===== src/rtl/sensor_request_scheduler_pkg.sv =====
// -----------------------------------------------------------------------------
// sensor_request_scheduler_pkg
//
// Shared definitions for the sensor request scheduler:
//   - response codes placed in the first TX byte when no sensor data exists
//   - dispatcher state encoding
//   - frame assembler phase encoding
//   - the queued request word (address byte, command byte)
// -----------------------------------------------------------------------------
package sensor_request_scheduler_pkg;

    localparam logic [7:0] RESP_BAD_ADDR = 8'hFD;
    localparam logic [7:0] RESP_TIMEOUT  = 8'hFF;

    typedef enum logic [2:0] {
        ST_IDLE,
        ST_ISSUE,
        ST_WAIT,
        ST_SEND_CODE,
        ST_SEND_DATA
    } disp_state_t;

    typedef enum logic {
        PH_ADDR,
        PH_CMD
    } frame_phase_t;

    // Address in the upper byte so the packed word reads in frame order.
    typedef struct packed {
        logic [7:0] addr;
        logic [7:0] cmd;
    } request_t;

endpackage


===== src/rtl/sensor_request_scheduler_fifo.sv =====
// -----------------------------------------------------------------------------
// request_fifo
//
// Synchronous FIFO for assembled request frames. Read data is shown
// combinationally from the head entry (first-word fall-through).
//
// Ports:
//   clock, reset_n : clock and asynchronous active-low reset
//   push, din      : write request and data; ignored when full unless a pop
//                    happens in the same cycle
//   pop, dout      : read request and head-of-queue data; ignored when empty
//   count          : occupancy, 0..DEPTH
//   full, empty    : occupancy flags
// -----------------------------------------------------------------------------
module request_fifo #(
    parameter int DATA_WIDTH = 16,
    parameter int DEPTH      = 4
) (
    input  logic                    clock,
    input  logic                    reset_n,
    input  logic                    push,
    input  logic                    pop,
    input  logic [DATA_WIDTH-1:0]   din,
    output logic [DATA_WIDTH-1:0]   dout,
    output logic [$clog2(DEPTH):0]  count,
    output logic                    full,
    output logic                    empty
);

    localparam int AW = $clog2(DEPTH);

    logic [DATA_WIDTH-1:0] mem [DEPTH];
    logic [AW-1:0]         wr_ptr;
    logic [AW-1:0]         rd_ptr;
    logic                  do_push;
    logic                  do_pop;

    assign full    = (count == (AW + 1)'(DEPTH));
    assign empty   = (count == '0);
    assign do_pop  = pop && !empty;
    // A full FIFO still accepts a write when the head leaves in the same cycle.
    assign do_push = push && (!full || do_pop);
    assign dout    = mem[rd_ptr];

    // NOTE: the storage array is deliberately left without a reset; only the
    // pointers and count define which entries are valid, and a reset-free
    // array maps onto plain RAM/register files without a clear network.
    always_ff @(posedge clock) begin
        if (do_push) begin
            mem[wr_ptr] <= din;
        end
    end

    // DEPTH is a power of two, so the pointers wrap modulo DEPTH naturally.
    always_ff @(posedge clock or negedge reset_n) begin
        if (!reset_n) begin
            wr_ptr <= '0;
            rd_ptr <= '0;
            count  <= '0;
        end else begin
            if (do_push) begin
                wr_ptr <= wr_ptr + 1'b1;
            end
            if (do_pop) begin
                rd_ptr <= rd_ptr + 1'b1;
            end
            case ({do_push, do_pop})
                2'b10:   count <= count + 1'b1;
                2'b01:   count <= count - 1'b1;
                default: count <= count;
            endcase
        end
    end

endmodule


===== src/rtl/sensor_request_scheduler.sv =====
// -----------------------------------------------------------------------------
// sensor_request_scheduler
//
// Sits between a UART receiver/transmitter pair and CHANNELS sensor decoders.
// Two-byte frames (address, command) are assembled from the RX byte stream,
// queued, dispatched one at a time to the addressed sensor, and answered with
// a two-byte response (code, data) over a valid/ready TX handshake.
//
// Ports:
//   clock, reset_n   : clock and asynchronous active-low reset
//   rx_valid/rx_data : one-cycle pulse carrying a received byte
//   sensor_enable    : one-hot enable of the addressed channel
//   sensor_request   : command byte for the enabled channel
//   sensor_finished  : per-channel completion pulse
//   sensor_data      : per-channel result, channel k in bits [8k+7:8k]
//   tx_valid/tx_data/tx_ready : response byte handshake
//   queue_count      : request FIFO occupancy
//   overflow_count   : saturating count of frames dropped on a full FIFO
//   busy             : dispatcher is not idle
// -----------------------------------------------------------------------------
module sensor_request_scheduler
    import sensor_request_scheduler_pkg::*;
#(
    parameter int CHANNELS       = 4,
    parameter int DEPTH          = 4,
    parameter int FRAME_TIMEOUT  = 1_000_000,
    parameter int SENSOR_TIMEOUT = 5_000_000
) (
    input  logic                   clock,
    input  logic                   reset_n,
    input  logic                   rx_valid,
    input  logic [7:0]             rx_data,
    output logic [CHANNELS-1:0]    sensor_enable,
    output logic [7:0]             sensor_request,
    input  logic [CHANNELS-1:0]    sensor_finished,
    input  logic [CHANNELS*8-1:0]  sensor_data,
    output logic                   tx_valid,
    output logic [7:0]             tx_data,
    input  logic                   tx_ready,
    output logic [$clog2(DEPTH):0] queue_count,
    output logic [7:0]             overflow_count,
    output logic                   busy
);

    localparam int FTW = $clog2(FRAME_TIMEOUT + 1);
    localparam int STW = $clog2(SENSOR_TIMEOUT + 1);
    localparam int CIW = (CHANNELS > 1) ? $clog2(CHANNELS) : 1;

    // Timers count from 0, so the last permitted cycle is TIMEOUT-1.
    localparam logic [FTW-1:0] FRAME_LAST  = FTW'(FRAME_TIMEOUT - 1);
    localparam logic [STW-1:0] SENSOR_LAST = STW'(SENSOR_TIMEOUT - 1);

    // ---------------------------------------------------------------------
    // Frame assembler
    // ---------------------------------------------------------------------
    frame_phase_t   phase;
    logic [7:0]     frame_addr;
    logic [FTW-1:0] frame_timer;
    logic           frame_valid;
    request_t       frame_word;

    always_ff @(posedge clock or negedge reset_n) begin
        if (!reset_n) begin
            phase       <= PH_ADDR;
            frame_addr  <= '0;
            frame_timer <= '0;
            frame_valid <= 1'b0;
            frame_word  <= '0;
        end else begin
            frame_valid <= 1'b0;
            case (phase)
                PH_ADDR: begin
                    if (rx_valid) begin
                        frame_addr  <= rx_data;
                        frame_timer <= '0;
                        phase       <= PH_CMD;
                    end
                end
                PH_CMD: begin
                    // A byte on the timeout cycle still completes the frame.
                    if (rx_valid) begin
                        frame_word  <= {frame_addr, rx_data};
                        frame_valid <= 1'b1;
                        phase       <= PH_ADDR;
                    end else if (frame_timer == FRAME_LAST) begin
                        phase <= PH_ADDR;
                    end else begin
                        frame_timer <= frame_timer + 1'b1;
                    end
                end
                default: phase <= PH_ADDR;
            endcase
        end
    end

    // ---------------------------------------------------------------------
    // Request FIFO and overflow accounting
    // ---------------------------------------------------------------------
    logic        fifo_pop;
    logic [15:0] fifo_dout;
    logic        fifo_full;
    logic        fifo_empty;
    logic        frame_drop;

    request_fifo #(
        .DATA_WIDTH (16),
        .DEPTH      (DEPTH)
    ) u_request_fifo (
        .clock   (clock),
        .reset_n (reset_n),
        .push    (frame_valid),
        .pop     (fifo_pop),
        .din     (frame_word),
        .dout    (fifo_dout),
        .count   (queue_count),
        .full    (fifo_full),
        .empty   (fifo_empty)
    );

    assign frame_drop = frame_valid && fifo_full && !fifo_pop;

    always_ff @(posedge clock or negedge reset_n) begin
        if (!reset_n) begin
            overflow_count <= '0;
        end else if (frame_drop && (overflow_count != 8'hFF)) begin
            overflow_count <= overflow_count + 1'b1;
        end
    end

    // ---------------------------------------------------------------------
    // Dispatcher
    // ---------------------------------------------------------------------
    disp_state_t         state;
    disp_state_t         next_state;
    request_t            work;
    logic [7:0]          resp_code;
    logic [7:0]          resp_data;
    logic [STW-1:0]      sens_timer;
    logic                addr_ok;
    logic [CIW-1:0]      chan_idx;
    logic [CHANNELS-1:0] chan_onehot;
    logic [7:0]          chan_data;
    logic                sensor_hit;
    logic                sensor_expired;

    assign addr_ok     = (work.addr < 8'(CHANNELS));
    assign chan_idx    = work.addr[CIW-1:0];
    assign chan_onehot = CHANNELS'(1) << chan_idx;
    assign chan_data   = sensor_data[{chan_idx, 3'b000} +: 8];
    assign busy        = (state != ST_IDLE);

    always_ff @(posedge clock or negedge reset_n) begin
        if (!reset_n) begin
            state <= ST_IDLE;
        end else begin
            state <= next_state;
        end
    end

    // NOTE: every signal driven here gets a default before the case, so no
    // path leaves it unassigned (no latch), and blocking '=' is used because
    // this block is pure combinational logic evaluated in order.
    always_comb begin
        next_state     = state;
        fifo_pop       = 1'b0;
        sensor_enable  = '0;
        sensor_request = '0;
        tx_valid       = 1'b0;
        tx_data        = '0;
        sensor_hit     = 1'b0;
        sensor_expired = 1'b0;
        case (state)
            ST_IDLE: begin
                if (!fifo_empty) begin
                    fifo_pop   = 1'b1;
                    next_state = ST_ISSUE;
                end
            end
            ST_ISSUE: begin
                if (addr_ok) begin
                    sensor_enable  = chan_onehot;
                    sensor_request = work.cmd;
                    next_state     = ST_WAIT;
                end else begin
                    next_state = ST_SEND_CODE;
                end
            end
            ST_WAIT: begin
                sensor_enable  = chan_onehot;
                sensor_request = work.cmd;
                // Only the addressed channel's completion counts.
                sensor_hit     = sensor_finished[chan_idx];
                sensor_expired = (sens_timer == SENSOR_LAST);
                if (sensor_hit || sensor_expired) begin
                    next_state = ST_SEND_CODE;
                end
            end
            ST_SEND_CODE: begin
                tx_valid = 1'b1;
                tx_data  = resp_code;
                if (tx_ready) begin
                    next_state = ST_SEND_DATA;
                end
            end
            ST_SEND_DATA: begin
                tx_valid = 1'b1;
                tx_data  = resp_data;
                // Returning to IDLE guarantees a tx_valid gap between responses.
                if (tx_ready) begin
                    next_state = ST_IDLE;
                end
            end
            default: next_state = ST_IDLE;
        endcase
    end

    always_ff @(posedge clock or negedge reset_n) begin
        if (!reset_n) begin
            work       <= '0;
            resp_code  <= '0;
            resp_data  <= '0;
            sens_timer <= '0;
        end else begin
            case (state)
                ST_IDLE: begin
                    if (fifo_pop) begin
                        work <= request_t'(fifo_dout);
                    end
                end
                ST_ISSUE: begin
                    sens_timer <= '0;
                    if (!addr_ok) begin
                        resp_code <= RESP_BAD_ADDR;
                        resp_data <= '0;
                    end
                end
                ST_WAIT: begin
                    // Success takes priority over a coincident timeout.
                    if (sensor_hit) begin
                        resp_code <= work.cmd;
                        resp_data <= chan_data;
                    end else if (sensor_expired) begin
                        resp_code <= RESP_TIMEOUT;
                        resp_data <= '0;
                    end else begin
                        sens_timer <= sens_timer + 1'b1;
                    end
                end
                default: ;
            endcase
        end
    end

endmodule


===== config.mk =====
export PLATFORM = sky130hd
export DESIGN_NAME = sensor_request_scheduler
export DESIGN_NICKNAME = d
export VERILOG_FILES = /design/src/rtl/sensor_request_scheduler_pkg.sv /design/src/rtl/sensor_request_scheduler_fifo.sv /design/src/rtl/sensor_request_scheduler.sv
export SDC_FILE = /design/constraint.sdc
export NUM_CORES = 1
export LEC_CHECK = 0
export CAP_MARGIN = 20
export CORE_ASPECT_RATIO = 1.1
export CORE_MARGIN = 2
export CORE_UTILIZATION = 57
export DETAILED_ROUTE_END_ITERATION = 10
export GPL_TIMING_DRIVEN = 0
export PLACE_DENSITY = 0.92
export SYNTH_ARGS = -nofsm -noshare
export SYNTH_HDL_FRONTEND = slang
export SYNTH_SLANG_ARGS = --single-unit
export TNS_END_PERCENT = 1

===== constraint.sdc =====
create_clock -name clock -period 3 [get_ports clock]
set_clock_uncertainty 0.1 [all_clocks]
set_input_delay 0.75 -clock clock [delete_from_list [all_inputs] [get_ports clock]]
set_output_delay 0.75 -clock clock [all_outputs]
set_load 0.05 [all_outputs]

==> results of run 1 <==
-- registers in the layout, summed over array words and instances (netlist names) --
name and flops:
u_request_fifo.mem 64, phase 1, frame_word 16, frame_timer 20, frame_addr 8, work 14
u_request_fifo.rd_ptr 2, frame_valid 1, u_request_fifo.count 3, state 3, resp_data 8, sens_timer 23
chan_idx 2, u_request_fifo.wr_ptr 2, resp_code 8, overflow_count 8
-- layout make-up --
class                      count  share of cell area (%)
clock buffer                  20                    4.41
tap                          188                    2.38
timing repair buffer          87                    8.70
multi-input combinational    398                    31.9
buffer                        24                    1.20
clock inverter                12                    1.37
inverter                      14                   0.531
sequential                   183                    49.5
-- power by group --
| group | switching, W | total, W | internal, W |
|---|---|---|---|
| Clock | 0.000985 | 0.00216 | 0.00117 |
| Combinational | 0.00198 | 0.00336 | 0.00138 |
| Sequential | 0.000426 | 0.00360 | 0.00317 |
-- how the worst max path moves through the flow --
stage	slack, ns	end
detailed placement	-0.80	sensor_enable[1]
global placement	-3.27	frame_timer[1]
global route	-0.21	sensor_enable[1]
floorplan	-0.04	sensor_enable[1]
finish	-0.14	sensor_request[3]
CTS	-0.17	sensor_enable[1]
-- cells by family (layout without fill, tap and decap cells) --
group / Yosys count / after routing / share of synthesized area, %
AO/OA/AOI/OAI: 79 / 79 / 6.75
XOR/XNOR: 22 / 22 / 2.37
adder cells (fa/ha/maj): 8 / 8 / 1.32
buffers and inverters: 40 / 157 / 2.05
flip-flops: 183 / 183 / 60.2
multiplexers: 67 / 67 / 12.8
AND/OR/NAND/NOR: 222 / 222 / 14.5
-- timing repair --
| action | in CTS | in global routing |
|---|---|---|
| buffers inserted | 5 | 0 |
| cloned | 1 | 0 |
| gates resized for setup | 114 | 12 |
| hold buffers | 0 | 0 |
| endpoints found under the setup margin | 22 | 20 |
| pin swaps | 4 | 0 |
-- through the flow --
stage	total power (W)	std cells	instance area (µm²)
5_1_grt	0.00947	926	9900
6_report	0.00912	926	9900
2_1_floorplan	0.00578	621	8200
3_5_place_dp	0.00678	890	9270
4_1_cts	0.00910	926	9920
3_3_place_gp	0.00657	889	9240
-- worst reg2reg max path, stage by stage, from the launching register on --
cell	delay [ns]
dfrtp_1	0.43
or3_1	0.48
nand2b_1	0.13
clkbuf_1	0.53
clkbuf_1	0.58
mux2_2	0.43
-- cells in the final DEF (no fill, tap or decap), drive strengths merged, types with 3 or more instances in the layout --
cell | Yosys | routed
o21ai | 17 | 17
nor2b | 11 | 11
xnor2 | 14 | 14
clkdlybuf4s50 | 0 | 57
nand4 | 13 | 13
nor2 | 28 | 28
or3 | 10 | 10
buf | 7 | 27
mux2i | 6 | 6
clkbuf | 19 | 43
mux2 | 36 | 36
nor4 | 4 | 4
nand2 | 72 | 72
a31oi | 4 | 4
or4 | 8 | 8
clkinv | 0 | 3
ha | 7 | 7
nand3b | 3 | 3
inv | 14 | 21
o211ai | 8 | 8
o31ai | 3 | 3
and3 | 6 | 6
and4 | 3 | 3
o22a | 7 | 7
dfrtp | 119 | 119
o21a | 3 | 3
or2 | 3 | 3
a21oi | 13 | 13
edfxtp | 64 | 64
nor3 | 9 | 9
mux4 | 25 | 25
nor3b | 8 | 8
xor2 | 8 | 8
and2 | 8 | 8
a22o | 16 | 16
nand3 | 25 | 25
-- metal layers --
metal	track usage, %	wire length, µm	vias up
li1	-	-	2531
met3	6.43	1490	94
met1	31.2	7310	2926
met2	47.7	10200	359
met4	15.7	1040	0
met5	0	0	-
==> results.cfg, run 1 <==
[outcome]
status = complete, but fails checks
violations = negative setup slack

[critical_path]
critical_path.cell_chain = or4_4 -> nor4_4 -> nor2_4 -> clkbuf_4 -> nor2b_2 -> buf_6
cp-end-kind = output port
setup.worst_path.start_class = flop
r2r-end = work[0]
rr_startpoint = u_request_fifo.count[2]
worstSetupPathDepth = 6
cp.required_ns = 2.15
critPathBufInv = 2
r2r_cells = 5
path_delay_family = simple AND/OR/NAND/NOR gates
max_stage_delay_ns = 0.57
crit_path_start = work[11]
cp.arrival_ns = 2.29
reg2reg_setup_slack_ns = 0.21
slowest_stage = or4_4
criticalPathCategory = flop to output port
critPathMaxFanout = 5

[timing]
setup_slack_ns = -0.140
rsz0062_at_grt = true
maxSlewHeadroom_pct = 35.0
holdWs_ns = 0.193
finalMaxSlewViolations = 0
finalCritPeriodShare_pct = 105
clock.fmax_mhz = 318
finalSetupTns_ns = -0.948
period_needed_ns = 3.14
final-hold-violation-count = 0
worstMarginPinSlew_ns = 0.966
setup_violations = 11

[synth]
syn_inst = 621
synth-seq-area-share_pct = 60.2
synth_edf_count = 64
synth_cell_type_count = 56
syn_area_um2 = 8130
synth_nets = 677
synth.most_common_cell = dfrtp_1
yosys-top-cells-count = dfrtp_1 (119), nand2_1 (72), edfxtp_1 (64)
synth_ff_type = dfrtp_1
yosys-top-cells-area = dfrtp_1 (37%), edfxtp_1 (24%), mux4_2 (6.1%)
synth_seq_cells = 183
async_reset_ff_share_pct = 65.0
syn-mean-instance-area_um2 = 13.1
yosysTopAreaCellShare_pct = 36.6
yosysTopAreaCell = dfrtp_1
yosys_warnings = 0

[routing]
wl_per_cell_um = 21.6
vias_per_cell = 6.38
vias = 5910
drtIter0Drc = 527
drtPass1Iterations = 8
totalWireLength_mm = 20.0
route.detailed.drc = 0
postRouteAntennaNets = 0

[floorplan]
dieArea_um2 = 15200
start_util_pct = 58.7
rows = 45
design.portCount = 81
die_w_um = 118
fp.dieH_um = 129
core_um2 = 13900

[cells_and_area]
seqCellArea_um2 = 4900
utilization_pct = 71.5
multi_input_area_um2 = 3160
synthToLayoutAreaGrowth_pct = 21.7
antenna_cells = 0
nets = 781
nFillCells = 834
drive_above_1_share_pct = 19.9

[power]
p_leak_nw = 3.96
power_per_cell_area_nw_per_um2 = 921
peakVddDrop_uv = 523

[place]
port_buffers = 80
dpl.hpwl_mm = 12.8
place_ws_ns = -0.801
gp_congestion = 0.884

[global_route]
track_usage_pct = 27.3
grt_start_max_net_pins = 62
antenna_found_initial = 0
grt_pass1_vias = 5947
grt_pass1_wl_mm = 31.7
overflow = 0

[cts]
root_buffer = clkbuf_16
cts_htree_levels = 4
cts_buffers = 17
cts.sinks = 183
path_clk_slew_ns = 0.07
clk_latency_ns = 0.43
cts_tree = done
clock_path_buffers = 2

[job]
max-cap-violations = 0

[min_path]
hp-class = primary input to asynchronous set/reset pin
Power figures use the tool's default switching activity.
==> inputs of run 2 (changes only) <==
- ABC_AREA: unset -> 1
- CORE_UTILIZATION: 57 -> 58
- CTS_CLUSTER_SIZE: unset -> 25
==> results.cfg, run 2 <==
[synth]
syn-mean-instance-area_um2 = 8.44
yosys.area_share.adder_pct = 1.20
yosys-top-cells-count = nand2_1 (311), nor2_1 (156), dfrtp_1 (119)
synth_top_family_by_area = simple AND/OR/NAND/NOR gates
yosys_warnings = 0
yosys-top-cells-area = dfrtp_1 (33%), edfxtp_1 (21%), nand2_1 (13%)
yosysTopAreaCell = dfrtp_1
syn_inst = 1063
synth_cell_type_count = 41
synthXorXnorAreaFrac_pct = 2.83
synthSimpleGateAreaFrac_pct = 27.0
synth_edf_count = 64
synth.most_common_cell = nand2_1
synth_nets = 1119
yosysTopAreaCellShare_pct = 33.2
synth_ff_type = dfrtp_1
syn_area_um2 = 8970
synth_seq_cells = 183
synth-seq-area-share_pct = 54.6
synth.area.mux_share_pct = 0
synth_compound_area_share_pct = 8.46
async_reset_ff_share_pct = 65.0

[cts]
cts_tree = done
hold_buffers = 0
cts_buffers = 17
clk_latency_ns = 0.43
clock_path_buffers = 2
cts.sinks = 183
cts_htree_levels = 4
path_clk_slew_ns = 0.07
root_buffer = clkbuf_16

[power]
intPower_w = 0.00528
p_leak_nw = 4.59
p_sw_w = 0.00361
power_frac_comb_pct = 37.0
p_sw_share_pct = 40.6
power_per_cell_area_nw_per_um2 = 836
seqPwrFrac_pct = 39.3
clkPwrFrac_pct = 23.8
power.total_w = 0.00889
peakVddDrop_uv = 481

[min_path]
hp-class = primary input to asynchronous set/reset pin

[cells_and_area]
nets = 1226
synthToLayoutAreaGrowth_pct = 18.5
largest_reg_flops = 64
reg_top3 = u_request_fifo.mem (64), sens_timer (23), frame_timer (20)
layout_commonest_cell = nand2_1
utilization_pct = 70.3
drive_above_1_share_pct = 7.86
seqCellArea_um2 = 4900
multi_input_area_um2 = 3550
max_flop_register = u_request_fifo.mem
final_cells = 1379
post-route-cell-area_um2 = 10600
final_cell_mix = nand2_1 (311), nor2_1 (156), dfrtp_1 (117), o21ai_0 (81), inv_1 (79)
nFillCells = 1122
antenna_cells = 0

[timing]
finalMaxSlewViolations = 0
final-hold-violation-count = 0
setup_violations = 0
finalSetupTns_ns = 0
period_needed_ns = 2.92
worstMarginPinSlew_ns = 0.841
maxSlewHeadroom_pct = 43.7
rsz0062_at_grt = true
clock.fmax_mhz = 343
finalCritPeriodShare_pct = 97.3

[routing]
vias_per_cell = 5.44
drtPass1Iterations = 8
vias = 7501
totalWireLength_mm = 20.2
route.detailed.drc = 0
postRouteAntennaNets = 0
wl_per_cell_um = 14.6
drtIter0Drc = 687

[global_route]
overflow = 0
grt_pass1_wl_mm = 33.8
track_usage_pct = 26.1
grt_start_max_net_pins = 93
grt_pass1_vias = 7221
antenna_found_initial = 0

[place]
port_buffers = 80
dp_cells = 1344
dpl.hpwl_mm = 14.5
gp_congestion = 0.938
place_area_um2 = 10100

[floorplan]
rows = 47
fp.dieH_um = 134
die_w_um = 123
start_util_pct = 59.3
core_um2 = 15100
dieArea_um2 = 16500
design.portCount = 81

[critical_path]
cp-end-kind = output port
cp.required_ns = 2.15
slowest_stage = clkdlybuf4s15_1
max_stage_delay_ns = 0.52
cp.arrival_ns = 2.07
critPathMaxFanout = 6
r2r_cells = 8
criticalPathCategory = flop to output port
critical_path.cell_chain = inv_2 -> nor3_4 -> a21oi_1 -> nor2_1 -> clkdlybuf4s15_1
setup.worst_path.start_class = flop

[job]
max-cap-violations = 0

[outcome]
status = completed
## run 2: routing by layer
metal	up-vias	GRT usage [%]	routed length, µm
met3	50	4.76	981
li1	3678	-	-
met5	-	0	0
met1	3528	33.6	8450
met2	245	44.0	10200
met4	0	9.96	520
## run 2: cell type report
cell class                 count  area share (%)
buffer                        35            1.74
clock inverter                14            1.21
multi-input combinational    755            33.4
inverter                      90            3.24
sequential                   183            46.1
timing repair buffer          88            7.92
clock buffer                  18            4.04
tap                          196            2.31
## run 2: final timing paths
path	from	end	slack, ns
setup / recovery	state[1]	sensor_request[1]	0.08
hold / removal	reset_n	resp_code[6]	0.08
setup reg to reg	state[1]	u_request_fifo.mem[1][13]	0.22
max in group asynchronous	reset_n	frame_timer[1]	2.01
min in group clock	resp_code[4]	resp_code[4]	0.38
hold reg to reg	resp_code[4]	resp_code[4]	0.38
## run 2: critical path: cells and delay by family, from the launching register on
kind	cells	cell delay, ns
buffers and inverters	2	0.58
AND/OR/NAND/NOR	2	0.50
flip-flops	1	0.43
AO/OA/AOI/OAI	1	0.12
## run 2: what timing repair did
item                                    4_1_cts  5_1_grt
pin swaps                                     0        1
resized for setup                            53       17
hold endpoints to repair                      0        0
endpoints found under the setup margin       20       37
setup buffers                                 0        3
## run 2: kinds of logic after synthesis
group           Yosys count
compound gates          139
xor+xnor                 29
fa+ha+maj                 8
buf+inv                 125
flops                   183
simple gates            579
## run 2: metrics by stage
step	worst slack (ns)	hold WS, ns
floorplan	0.300	0.342
global placement	-3.43	0.356
detailed placement	-0.0211	0.362
CTS	-0.0717	0.0721
global route	-0.0188	0.0809
finish	0.0819	0.0782
## run 2: power by group through the flow
stage	combinational [W]	sequential, W	clock (W)
3_5_place_dp	0.00325	0.00352	0
6_report	0.00328	0.00349	0.00211
3_3_place_gp	0.00311	0.00349	0
2_1_floorplan	0.00219	0.00354	0
5_1_grt	0.00362	0.00355	0.00225
4_1_cts	0.00324	0.00348	0.00214
